**config.mk**
```make
export PLATFORM = sky130hd
export DESIGN_NAME = shared_bus_arbiter
export DESIGN_NICKNAME = d
export VERILOG_FILES = /design/src/rtl/shared_bus_arbiter.sv
export SDC_FILE = /design/constraint.sdc
export NUM_CORES = 1
export LEC_CHECK = 0
export ABC_CLOCK_PERIOD_IN_PS = 5700
export CORE_AREA = 3 3 40 42
export CTS_BUF_LIST = sky130_fd_sc_hd__clkbuf_8
export DETAILED_ROUTE_END_ITERATION = 7
export DIE_AREA = 0 0 43 45
export MAX_ROUTING_LAYER = met4
export PLACE_DENSITY = 0.83
export SLEW_MARGIN = 20
export SYNTH_ARGS = -nofsm -noshare
export SYNTH_HDL_FRONTEND = slang
export SYNTH_SLANG_ARGS = --single-unit
```
**constraint.sdc**
```tcl
create_clock -name clk -period 5.7 [get_ports clk]
set_input_delay 1.425 -clock clk [delete_from_list [all_inputs] [get_ports clk]]
set_output_delay 1.425 -clock clk [all_outputs]
set_load 0.01 [all_outputs]
```
**src/rtl/shared_bus_arbiter.sv**
```systemverilog
// Two-requester round-robin arbiter driving a wired-OR shared bus.
// Grants are registered and one-hot; burst length under contention is capped at MAX_BURST.
module shared_bus_arbiter #(
  parameter int DATA_W    = 8,
  parameter int MAX_BURST = 4
) (
  input  logic              clk,
  input  logic              rst_n,
  input  logic              req_a,
  input  logic              req_b,
  input  logic [DATA_W-1:0] data_a,
  input  logic [DATA_W-1:0] data_b,
  output logic              gnt_a,
  output logic              gnt_b,
  output logic [DATA_W-1:0] bus_data,
  output logic              bus_valid
);

  localparam int CNT_W = $clog2(MAX_BURST + 1);
  localparam logic [CNT_W-1:0] LAST_BEAT = CNT_W'(MAX_BURST - 1);

  typedef enum logic [1:0] {
    IDLE  = 2'b00,
    OWN_A = 2'b01,
    OWN_B = 2'b10
  } state_t;

  state_t           state, state_nxt;
  logic             last_owner, last_owner_nxt;  // 0 = A, 1 = B
  logic [CNT_W-1:0] beat_cnt, beat_cnt_nxt;

  always_ff @(posedge clk or negedge rst_n) begin
    if (!rst_n) begin
      state      <= IDLE;
      last_owner <= 1'b1;
      beat_cnt   <= '0;
    end else begin
      state      <= state_nxt;
      last_owner <= last_owner_nxt;
      beat_cnt   <= beat_cnt_nxt;
    end
  end

  // Handshake: a requester holds req high while it has data; a beat is a cycle
  // with both its req and its gnt high. Dropping req ends the ownership one edge later.
  always_comb begin
    state_nxt    = state;
    beat_cnt_nxt = beat_cnt;
    case (state)
      IDLE: begin
        beat_cnt_nxt = '0;
        if (req_a && req_b) state_nxt = last_owner ? OWN_A : OWN_B;
        else if (req_a)     state_nxt = OWN_A;
        else if (req_b)     state_nxt = OWN_B;
      end
      OWN_A: begin
        if (!req_a) begin
          beat_cnt_nxt = '0;
          state_nxt    = req_b ? OWN_B : IDLE;
        end else if (beat_cnt == LAST_BEAT) begin
          // Burst window ends; yield only if the other side is waiting.
          beat_cnt_nxt = '0;
          if (req_b) state_nxt = OWN_B;
        end else begin
          beat_cnt_nxt = beat_cnt + 1'b1;
        end
      end
      OWN_B: begin
        if (!req_b) begin
          beat_cnt_nxt = '0;
          state_nxt    = req_a ? OWN_A : IDLE;
        end else if (beat_cnt == LAST_BEAT) begin
          beat_cnt_nxt = '0;
          if (req_a) state_nxt = OWN_A;
        end else begin
          beat_cnt_nxt = beat_cnt + 1'b1;
        end
      end
      default: begin
        state_nxt    = IDLE;
        beat_cnt_nxt = '0;
      end
    endcase
  end

  always_comb begin
    last_owner_nxt = last_owner;
    if (state_nxt == OWN_A)      last_owner_nxt = 1'b0;
    else if (state_nxt == OWN_B) last_owner_nxt = 1'b1;
  end

  assign gnt_a     = (state == OWN_A);
  assign gnt_b     = (state == OWN_B);
  assign bus_data  = (data_a & {DATA_W{gnt_a}}) | (data_b & {DATA_W{gnt_b}});
  assign bus_valid = (gnt_a & req_a) | (gnt_b & req_b);

endmodule

```
==> flow_summary_export.csv <==
group,metric,value,unit
global_routing,grt_pass1_vias,490,
timing,whs,441,ps
critical_path,path_max_fanout,6,
drt,drt_first_pass_iters,2,
drt,drc_errors,0,
place,hpwlAfterDp,1.05,mm
yosys,synth_cells,52,
critical_path,cpPeakStageDelay,570,ps
cts,tritoncts,"built",
layout,n_fill_cell,110,
die,fp.dieW,43,microns
timing,min_period,4350,ps
place,place.gp.congestion,0.796,
die,initial_core_util,0.399,
cts,cts-root-buf,"clkbuf_8",
yosys,synth-edff-count,0,
critical_path,critPathCaptureType,"output port",
die,core-area,1280,sq um
cts,post_cts_hold_buffer_count,0,
timing,rsz0062_at_grt,"no",
yosys,yosysSeqAreaShare,0.295,
yosys,synthTopCellsByArea,"dfrtp_1, ha_1, a22o_1, a2111oi_2, dfstp_2",
pwr,p_leak,0.385,nW
die,num_rows,13,
pwr,combPwrFrac,0.652,
layout,diodes,0,
critical_path,cp.arrival,2930,ps
cts,cts_max_level,1,
cts,cts.repair.resized,0,
critical_path,path_class,"primary input to output port",
timing,tns,0,ps
critical_path,crit_chain,"clkdlybuf4s50_1 -> and2_1 -> nand2b_1 -> clkdlybuf4s50_1",
critical_path,worstSetupStartpointType,"primary input",
pwr,p_switching,0.000144,W
layout,fin_util,0.670,
yosys,ys_seq_elements,6,
pwr,power_frac_seq,0.186,
timing,fin_worst_skew,3.48,ps
timing,hold_viol,0,
yosys,async_flop_share,1.00,
yosys,synth_top_area_share,0.244,
die,io_pins,31,
pwr,ir_worst_vdd,0.000352,V
status,status,"finished clean",
timing,tightest_slew,384,ps
timing,fmax,0.230,GHz
timing,setup_viol,0,
yosys,syn_avg_cell_area,9.87,sq um
yosys,ys_types,27,
run,maxCapViolCount,0,
drt,avgViaCountPerCell,5.23,
layout,drive_gt1_frac,0.143,
pwr,intPower,0.000247,W
layout,layout_commonest_cell,"clkdlybuf4s50_1",
layout,final_cells,99,
cts,postCtsSetupBuffers,0,
critical_path,worstPathRequired,4280,ps
drt,vias,518,
drt,first_iter_violations,3,
cts,clock_path_buffers,2,
critical_path,crit_path_top_delay_cell,"clkdlybuf4s50_1",
drt,ant_nets,0,
drt,drt-total-wl,1.26,mm
layout,nNetsFinal,111,
place,io_buffers,30,
die,die_h,45,microns
timing,worst_slew_margin_rel,0.744,
yosys,ys_warn_count,0,
drt,post_drt_wl_per_cell,12.8,microns
cts,cts_sinks,6,
yosys,synth_fp_nets,78,
layout,fin_area,861,sq um
cts,path_clk_slew,30,ps
cts,insertion_delay,220,ps
timing,maxSlewViolCount,0,
place,dpl_cell_area,816,sq um
global_routing,grt_use_total,0.164,
yosys,synth_top_cell_by_area,"dfrtp_1",
global_routing,overflow,0,
place,dp_cells,95,
critical_path,crit_top_cell,"clkdlybuf4s50_1",
yosys,synthesis.area,513,sq um
layout,mostFrequentLayoutCells,"clkdlybuf4s50_1, a22o_1, ha_1, dfrtp_1",
pwr,p_sw_frac,0.369,
timing,min_period_over_period,0.763,
worst_hold_path,min_path_type,"flop to flop",
global_routing,grt_pass1_wl,2.24,mm
layout,area_growth,67.8,%
die,dieArea,1940,sq um
global_routing,grt_max_degree,12,
pwr,power-per-cell-area,454,nW/um^2
pwr,clkPwrFrac,0.162,
cts,cts-buffers-inserted,3,
yosys,synth_flop_cell,"dfrtp_1",
global_routing,antenna_found_initial,0,
stage by stage:
stage	setup slack (ps)	total power, W
floorplan	2510	0.000232
global placement	1390	0.000329
detailed placement	1360	0.000331
CTS	1350	0.000397
global route	1290	0.000425
finish	1350	0.000390
state kept, by name, summed over array words and instances, names as in the netlist:
| register | count |
|---|---|
| beat_cnt | 3 |
| last_owner | 1 |
| state | 2 |
cell families after synthesis:
kind of cell,after synthesis,synth area share
buf+inv,7,0.0683
simple gates,12,0.122
mux,1,0.0195
flops,6,0.295
compound gates,20,0.349
fa+ha+maj,6,0.146
synthesized netlist by cell type, types with 2 or more instances:
master,number
ha_1,6
nand2_1,4
inv_1,3
dfrtp_1,5
nor2_1,2
a22o_1,8
a2111oi_2,2
a21oi_1,2
inv_2,2
metal layers:
metal  vias to the layer above  global-route usage  wire (microns)
met1                       230               0.207             601
met2                        28               0.234             542
li1                        260                   -               -
met4                         0              0.0904               0
met3                         0              0.0518             120
met5                         -                   -               0
path summary, 6_finish.rpt:
check                                 start     endpoint  slack [ps]  depth (start not counted)
worst max-delay path                  req_a    bus_valid        1350                          4
min in group asynchronous             rst_n  beat_cnt[2]        1440                          1
worst min register to register  beat_cnt[0]  beat_cnt[0]         440                          1
max in group asynchronous             rst_n   last_owner        4000                          1
worst min-delay path            beat_cnt[0]  beat_cnt[0]         440                          1
worst max register to register     state[0]   last_owner        3460                          8
power by group through the flow:
stage | clock [W] | combinational [W] | sequential [W]
after floorplan | 0 | 0.000162 | 0.0000696
after global placement | 0 | 0.000255 | 0.0000735
after detailed placement | 0 | 0.000257 | 0.0000732
after CTS | 0.0000656 | 0.000258 | 0.0000728
after global routing | 0.0000692 | 0.000282 | 0.0000746
final | 0.0000633 | 0.000255 | 0.0000727
worst max-delay path, delay by kind of cell:
family / cells / cell delay, ps
buffers and inverters: 2 / 1120
AND/OR/NAND/NOR: 2 / 380
final cells by class:
| type | instances | area [sq um] | area share |
|---|---|---|---|
| clock buffers | 3 | 41.3 | 0.0480 |
| clock inverters | 1 | 3.75 | 0.00436 |
| inverters | 5 | 18.8 | 0.0218 |
| multi-input cells | 39 | 327 | 0.379 |
| flip-flops and latches | 6 | 151 | 0.176 |
| well taps | 15 | 18.8 | 0.0218 |
| repair buffers | 30 | 300 | 0.349 |
Note: power is estimated with default switching activity, not from simulation.
